--- config.mk ---
export PLATFORM = sky130hd
export DESIGN_NAME = fnd_controller
export DESIGN_NICKNAME = d
export VERILOG_FILES = /design/src/rtl/fnd_controller.sv
export SDC_FILE = /design/constraint.sdc
export NUM_CORES = 1
export LEC_CHECK = 0
export ABC_AREA = 1
export CELL_PAD_IN_SITES_DETAIL_PLACEMENT = 1
export CELL_PAD_IN_SITES_GLOBAL_PLACEMENT = 1
export CORE_UTILIZATION = 46
export CTS_BUF_LIST = sky130_fd_sc_hd__clkbuf_16
export CTS_CLUSTER_DIAMETER = 60
export DETAILED_ROUTE_END_ITERATION = 6
export PLACE_DENSITY = 0.92
export SETUP_SLACK_MARGIN = 0.5
export SKIP_CTS_REPAIR_TIMING = 1
export SKIP_LAST_GASP = 1
export SYNTH_ARGS = -nofsm -noshare
export SYNTH_HDL_FRONTEND = slang
export SYNTH_SLANG_ARGS = --single-unit
--- constraint.sdc ---
create_clock -name clk -period 6.2 [get_ports clk]
set_clock_uncertainty 0.05 [all_clocks]
set_input_delay 1.86 -clock clk [delete_from_list [all_inputs] [get_ports clk]]
set_output_delay 1.86 -clock clk [all_outputs]
set_load 0.1 [all_outputs]
--- src/rtl/fnd_controller.sv ---
// Four-digit seven-segment display controller.
// Serial double-dabble BCD conversion plus a multiplexed digit scanner.
module fnd_controller #(
    parameter int REFRESH_DIV = 100000,
    parameter bit BLANK_LZ    = 1'b1
) (
    input  logic        clk,
    input  logic        rst,
    input  logic [13:0] value,
    output logic [7:0]  seg,
    output logic [3:0]  an,
    output logic [15:0] bcd
);

    localparam int PW = (REFRESH_DIV > 2) ? $clog2(REFRESH_DIV) : 1;
    localparam logic [PW-1:0] PRE_TC = PW'(REFRESH_DIV - 1);

    typedef enum logic [1:0] {
        IDLE,
        SHIFT,
        DONE
    } state_t;

    state_t      state, state_nx;
    logic [29:0] sr, sr_nx, adj;
    logic [3:0]  cnt, cnt_nx;
    logic [15:0] bcd_nx;
    logic [13:0] sat;

    logic [PW-1:0] pre;
    logic [1:0]    idx;
    logic [3:0]    nib;
    logic          blank;
    logic [7:0]    seg_nx;

    assign sat = (value > 14'd9999) ? 14'd9999 : value;

    always_ff @(posedge clk or posedge rst) begin
        if (rst) begin
            state <= IDLE;
            sr    <= '0;
            cnt   <= '0;
            bcd   <= '0;
        end else begin
            state <= state_nx;
            sr    <= sr_nx;
            cnt   <= cnt_nx;
            bcd   <= bcd_nx;
        end
    end

    // Scratch BCD lives in sr[29:14], binary operand in sr[13:0].
    always_comb begin
        state_nx = state;
        sr_nx    = sr;
        cnt_nx   = cnt;
        bcd_nx   = bcd;
        adj      = sr;
        unique case (state)
            IDLE: begin
                sr_nx    = {16'h0000, sat};
                cnt_nx   = '0;
                state_nx = SHIFT;
            end
            SHIFT: begin
                for (int i = 0; i < 4; i++) begin
                    if (sr[14+4*i +: 4] >= 4'd5)
                        adj[14+4*i +: 4] = sr[14+4*i +: 4] + 4'd3;
                end
                sr_nx  = {adj[28:0], 1'b0};
                cnt_nx = cnt + 4'd1;
                if (cnt == 4'd13)
                    state_nx = DONE;
            end
            DONE: begin
                bcd_nx   = sr[29:14];
                state_nx = IDLE;
            end
            default: state_nx = IDLE;
        endcase
    end

    always_ff @(posedge clk or posedge rst) begin
        if (rst) begin
            pre <= '0;
            idx <= '0;
        end else if (pre == PRE_TC) begin
            pre <= '0;
            idx <= idx + 2'd1;
        end else begin
            pre <= pre + 1'b1;
        end
    end

    assign nib   = bcd[{idx, 2'b00} +: 4];
    assign blank = BLANK_LZ && (idx != 2'd0)
                   && ((bcd >> {idx, 2'b00}) == 16'h0000);

    always_comb begin
        seg_nx = 8'hFF;
        if (!blank) begin
            unique case (nib)
                4'd0:    seg_nx = 8'hC0;
                4'd1:    seg_nx = 8'hF9;
                4'd2:    seg_nx = 8'hA4;
                4'd3:    seg_nx = 8'hB0;
                4'd4:    seg_nx = 8'h99;
                4'd5:    seg_nx = 8'h92;
                4'd6:    seg_nx = 8'h82;
                4'd7:    seg_nx = 8'hF8;
                4'd8:    seg_nx = 8'h80;
                4'd9:    seg_nx = 8'h90;
                default: seg_nx = 8'hFF;
            endcase
        end
    end

    // Segments and enable share one register stage to avoid ghosting.
    always_ff @(posedge clk or posedge rst) begin
        if (rst) begin
            seg <= 8'hFF;
            an  <= 4'b1111;
        end else begin
            seg <= seg_nx;
            an  <= ~(4'b0001 << idx);
        end
    end

endmodule

==> summary.md, run 1 <==
| Metric | Value |
|---|---|
| I/O pin count | 44 |
| Crit-path max cell delay | ~1.1 ns |
| Vias after detailed routing | between 3000 and 4000 |
| CTS Buf Count | 9 |
| Layout cells sized above 1 | 9.20% |
| Min Tclk post-route | 3.92 ns |
| Initial Util | a little under half |
| Post-synthesis sequential area ratio | approximately 47% |
| Die H | ~100 µm |
| Worst Reg2Reg Path Length in Cells | 9 |
| TritonCTS clock tree | yes |
| Critical path buffers and inverters | 1 |
| Die width | around 100 µm |
| Starting DRT DRC Count | 198 |
| Max FO, Critical Path | 1 |
| Global-route wire length before repair | approximately 20 mm |
| Number of synthesized flops with an enable pin | 0 |
| Crit. path cell count | 1 |
| Finished Layout Cells | ~730 |
| RD Place Congestion | approximately 0.9 |
| Cell count after synthesis | between 500 and 600 |
| Quantity of I/O buffers inserted on ports | 42 |
| Final nets | between 600 and 700 |
| HPWL after DPL | approximately 8.3 mm |
| Max Fclk | around 250 MHz |
| Total inserted antenna cells | 0 |
| Synthesized cell area | around 4400 µm² |
| Core area | 9240 µm² |
| Final Setup Violations | 0 |
| Hold wc startpoint | pre[0]$_DFF_PP0_ |
| Placement row count | 35 |
| Setup crit start kind | flip-flop |
| Worst Path Required | 4.29 ns |
| Worst-Margin Slew | 1.00 ns |
| Clock-pin slew on the worst setup and hold paths | 0.07 ns |
| Total Routing Usage GR | 26.2% |
| GR Overflow Total | 0 |
| Syn avg cell area | just under 8 µm² |
| Register area | ~2100 µm² |
| Drt drc | 0 |
| Synth cell count leaders | 149 x nand2_1, 76 x inv_1, 71 x dfrtp_1 |
| Area delta synth->final | 18.0% |
| Worst setup margin | ~2.3 ns |
| Vias in the first global route | 4140 |
| Final period util | approximately 63% |
| Worst-path cell chain | clkdlybuf4s50_1 |
| Largest net degree at the start of global routing | 50 |
| RR Endpoint | seg[5]$_DFF_PP1_ |
| Clk root buf | clkbuf_16 |
| Crit-path slowest cell | clkdlybuf4s50_1 |
| FILL cells | between 1000 and 1500 |
| RSZ-0062 raised after global routing | false |
| CP Class | reg2out |
| Hold path cells | 1 |
| Area of the multi-input gates | ~1900 µm² |
| Synth top area cells | dfrtp_1 40%, nand2_1 13%, dfstp_2 6.6% |
| Wirelength, routed | about 12 mm |
| 1st-pass router iterations | 4 |
| Crit path DAT | between 2 and 2.5 ns |
| Worst Hold End | pre[0]$_DFF_PP0_ |
| Layout Utilization | a little under three fifths |
| Via/cell ratio | ~5.2 |
| Reg2reg start | idx[0]$_DFFE_PP0N_ |
| Warnings from Yosys | 0 |
| Leakage power | approximately 0.0025 µW |
| Die area | 9940 µm² |
| Synth async-reset ratio | 100% |
| Leading area contributor after synthesis | dfrtp_1 |
| Worst hold path type | reg2reg |
| Top_reg_cell synth | dfrtp_1 |
| Netlist cell types | 32 |
| Final hold violation count | 0 |
| Avg WL per Cell | between 15 and 20 µm |
| Setup TNS | 0 ns |
| Status | finished, final reports clean |
| CTS max path bufs | 2 |
| Power Density | 418 nW/µm² |
| Normalized max-slew margin | between 30% and 40% |
| Tot Pwr | ~2200 µW |
| CP delay by family, top | buffers and inverters |
| Initial antenna violation count | 0 |
| Worst ir drop on vdd | between 0.2 and 0.25 mV |
| Clock Latency Late Sink | between 0.3 and 0.4 ns |
| Top cell type's share of synthesized area | about two fifths |
| FF-to-FF setup slack | roughly 4 ns |
| Dominant cell by count in the synthesized netlist | nand2_1 |
| Slew Viols, Final | 0 |
| Setup WS pre-CTS | roughly 2.6 ns |
| MaxCap Viol Count | 0 |
| CP Capture Type | output pin |
| ANT nets after route | 0 |
| Yosys reg bits | 82 |
| Clock sink count | 82 |
| CTS H-tree depth | 3 |
| Syn Nets | between 500 and 600 |
| Placed Cells incl. Taps | approximately 700 |
-- layout make-up --
class / count / area share [%]
repair buffers: 43 / 8.26
multi-input cells: 372 / 37.2
flip-flops and latches: 82 / 39.9
inverters: 85 / 6.21
clock inverters: 7 / 1.04
well taps: 129 / 3.12
clock buffers: 9 / 4.35
-- how the worst max path moves through the flow --
| stage | from | to |
|---|---|---|
| after floorplan | rst | bcd[0]$_DFFE_PP0N_ |
| after global placement | seg[3]$_DFF_PP1_ | seg[3] |
| after detailed placement | seg[3]$_DFF_PP1_ | seg[3] |
| after CTS | seg[3]$_DFF_PP1_ | seg[3] |
| after global routing | seg[0]$_DFF_PP1_ | seg[0] |
| final | seg[3]$_DFF_PP1_ | seg[3] |
-- state kept, by name, summed over array words and instances (netlist names) --
name   count
idx        2
state      2
seg        7
pre       17
an         4
sr        30
bcd       16
cnt        4
-- logic make-up after synthesis --
| logic type | count (synthesis) | share of synthesized area [%] |
|---|---|---|
| buffers and inverters | 98 | 9.09 |
| adders and majority gates | 20 | 5.70 |
| and+or+nand+nor | 268 | 27.0 |
| xor gates and xnor gates | 10 | 2.00 |
| other | 1 | 0.0854 |
| AOI/OAI and AO/OA | 73 | 9.03 |
| DFF | 82 | 47.1 |
-- metrics by stage --
step	hold slack (ns)	instance area [µm²]
floorplan	0.380	4390
global placement	0.396	4900
detailed placement	0.415	4900
CTS	0.445	5180
global route	0.478	5180
finish	0.446	5180
-- layer usage --
layer	vias to the layer above	GRT usage (%)	share of wire [%]
li1	1821	-	-
met1	1874	32.3	43
met2	80	45.5	52
met3	22	3.23	2.5
met4	0	12.3	2.4
met5	-	0	0
-- power breakdown --
group          leakage [µW]  internal (µW)  switching, µW
combinational       0.00136            212            734
sequential          0.00102            629           70.9
clock              0.000128            274            246
-- cell usage in the layout (no fill, tap or decap), types with 3 or more instances in the layout --
master	instances
clkdlybuf4s50_1	42
nand2_2	6
nand2_4	3
dfstp_2	11
o22ai_1	8
dfrtp_1	71
clkinvlp_4	3
xor2_1	8
nor2_4	4
o211ai_1	7
inv_1	75
ha_1	20
clkbuf_16	9
inv_2	7
nand4_1	7
nor2_1	47
clkinv_2	3
nand2_1	149
a21oi_1	9
nand3_1	44
o21ai_0	46
No activity file was read; power rests on OpenSTA's default activity.
==> run 2: changes to the inputs <==
- CORE_UTILIZATION: 46 -> 43
- PLACE_DENSITY: 0.92 -> 0.88
- clock period: 6.2 -> 4 ns (I/O delays scaled with it)
==> run 2 against run 1 <==
Compared with the run above: die area grew 6.8%; largest cell class unchanged; via count down 0.92%; combinational power up 50%; critical path type unchanged; non-clock buffer count unchanged; clock power is 44% higher; routed wire length shrank 5.1%; register-to-register slack worse by 2.2 ns.
==> summary.md, run 2 (synthesized netlist as in run 1, its figures left out) <==
| Metric | Value |
|---|---|
| Status | finished, final reports clean |
| Worst-path cell chain | buf_4 |
| 1st-pass router iterations | 4 (unchanged) |
| CP delay by family, top | flip-flops |
| Worst Path Required | 2.75 ns (-1.54 ns) |
| Max FO, Critical Path | 1 (unchanged) |
| Leakage power | 0.00254 µW (+1.2%) |
| Final nets | 629 (unchanged) |
| TritonCTS clock tree | yes |
| Initial antenna violation count | 0 (unchanged) |
| Wirelength, routed | 11.2 mm (-5.1%) |
| Min Tclk post-route | 2.40 ns |
| RD Place Congestion | 0.867 (-1.8%) |
| CTS H-tree depth | 3 (unchanged) |
| Global-route wire length before repair | 18.5 mm (-8.8%) |
| Crit path DAT | 1.15 ns (-0.86 ns) |
| FF-to-FF setup slack | 1.84 ns (-2.17 ns) |
| Register area | 2070 µm² (unchanged) |
| Setup crit start kind | flip-flop |
| Final hold violation count | 0 (unchanged) |
| Critical path buffers and inverters | 1 (unchanged) |
| Die H | 103 µm (+3.4%) |
| Hold wc startpoint | pre[0]$_DFF_PP0_ |
| Die area | 10600 µm² (+6.8%) |
| Crit-path slowest cell | dfstp_2 |
| Die width | 103 µm (+3.4%) |
| Reg2reg start | idx[0]$_DFFE_PP0N_ |
| Max Fclk | 416 MHz |
| Commonest non-fill, non-tap cells in the layout | 149 x nand2_1, 76 x inv_1, 71 x dfrtp_1 |
| Final period util | 60.1% |
| Worst ir drop on vdd | 0.482 mV (+130%) |
| Core area | 9820 µm² (+6.3%) |
| Avg WL per Cell | 15.3 µm (-5.6%) |
| Biggest register | sr |
| Finished Layout Cells | 731 (+0.55%) |
| Via/cell ratio | 5.15 (-1.5%) |
| Clock Latency Late Sink | 0.34 ns (about the same) |
| Worst hold path type | reg2reg |
| CTS Buf Count | 9 (unchanged) |
| MaxCap Viol Count | 0 (unchanged) |
| Normalized max-slew margin | 56.5% (+24 points) |
| Placed Cells incl. Taps | 715 (+0.56%) |
| Largest net degree at the start of global routing | 47 (-6.0%) |
| Slew Viols, Final | 0 (unchanged) |
| FILL cells | 1273 (+12%) |
| CP Class | reg2out |
| Commonest non-fill, non-tap cell in the layout | nand2_1 |
| RR Endpoint | seg[1]$_DFF_PP1_ |
| Setup TNS | 0 ns (unchanged) |
| Worst-Margin Slew | 0.652 ns (-0.352 ns) |
| Total Routing Usage GR | 23.0% (-3.1 points) |
| Placement row count | 36 (+2.9%) |
| Crit-path max cell delay | 0.53 ns (-0.61 ns) |
| Hold_ws | 0.414 ns (-0.0320 ns) |
| GR Overflow Total | 0 (unchanged) |
| Clk root buf | clkbuf_16 |
| Vias after detailed routing | 3762 (-0.92%) |
| Worst Hold End | pre[0]$_DFF_PP0_ |
| Clock-pin slew on the worst setup and hold paths | 0.06 ns (about the same) |
| Area of the multi-input gates | 1930 µm² (unchanged) |
| CTS max path bufs | 2 (unchanged) |
| Power Density | 638 nW/µm² (+53%) |
| HPWL after DPL | 8.11 mm (-1.8%) |
| Layout cells sized above 1 | 13.2% (+4.0 points) |
| Quantity of I/O buffers inserted on ports | 42 (unchanged) |
| Clock sink count | 82 (unchanged) |
| Max reg flops | 30 (unchanged) |
| Vias in the first global route | 3914 (-5.5%) |
| I/O pin count | 44 (unchanged) |
| Hold path cells | 1 (unchanged) |
| CP Capture Type | output pin |
| Total inserted antenna cells | 0 (unchanged) |
| Area delta synth->final | 16.5% |
| Worst Reg2Reg Path Length in Cells | 9 (unchanged) |
| Worst Setup SP | seg[0]$_DFF_PP1_ |
| Starting DRT DRC Count | 111 (-44%) |
| Final Setup Violations | 0 (unchanged) |
| Initial Util | 44.7% (-2.8 points) |
| ANT nets after route | 0 (unchanged) |
| RSZ-0062 raised after global routing | false |
| Top flop regs | sr (30), pre (17), bcd (16) |
| Drt drc | 0 (unchanged) |
==> run 2: changes by cell type in the layout (fill, tap and decap cells not counted), sizes merged <==
cell,change
buf,+27
clkdlybuf4s50,-27
clkinv,+3
clkinvlp,-2
inv,-1
==> run 2: final cells by class <==
| type | instances | area share [%] |
|---|---|---|
| flip-flops and latches | 82 | 40.4 |
| multi-input cells | 372 | 37.6 |
| repair buffers | 43 | 7.29 |
| inverters | 85 | 6.29 |
| clock buffers | 9 | 4.40 |
| well taps | 133 | 3.25 |
| clock inverters | 7 | 0.734 |
==> run 2: metrics by stage <==
| stage | setup slack [ns] | total power (µW) | util (%) | area (µm²) |
|---|---|---|---|---|
| after detailed placement | 1.32 | 2520 | 49.4 | 4850 |
| after global placement | 1.46 | 2470 | 49.4 | 4850 |
| final | 1.60 | 3260 | 52.1 | 5110 |
| after floorplan | 0.660 | 2200 | - | 4390 |
| after CTS | 1.57 | 3290 | 52.1 | 5110 |
| after global routing | 1.57 | 3400 | 52.1 | 5110 |
==> run 2: worst register-to-register path: cells and delay by family (launching register included) <==
kind	cells	cell delay (ns)
adders and majority gates	1	0.21
DFF	1	0.64
buffers and inverters	1	0.24
and+or+nand+nor	7	0.95
==> run 2: how the worst max path moves through the flow <==
stage / end / slack, ns / depth (start not counted)
global route: an[3] / 1.57 / 1
detailed placement: sr[0]$_DFFE_PP0P_ / 1.32 / 9
finish: seg[0] / 1.60 / 1
CTS: an[3] / 1.57 / 1
global placement: sr[0]$_DFFE_PP0P_ / 1.46 / 9
floorplan: bcd[0]$_DFFE_PP0N_ / 0.66 / 1
==> run 2: layer usage <==
metal / routed length, µm / part of all wire [%] / global-route usage, % / vias up
met1: 4540 / 41 / 26.4 / 1847
met5: 0 / 0 / 0 / -
met3: 471 / 4.2 / 5.76 / 20
li1: - / - / - / 1813
met4: 243 / 2.2 / 8.13 / 0
met2: 5910 / 53 / 41.6 / 82
==> run 2: power breakdown <==
| group | leakage, µW | total [µW] | switching (µW) | internal [µW] |
|---|---|---|---|---|
| clock network | 0.000131 | 750 | 338 | 413 |
| registers | 0.00102 | 1100 | 122 | 976 |
| logic | 0.00139 | 1420 | 1130 | 290 |
| total | 0.00254 | 3260 | 1580 | 1680 |
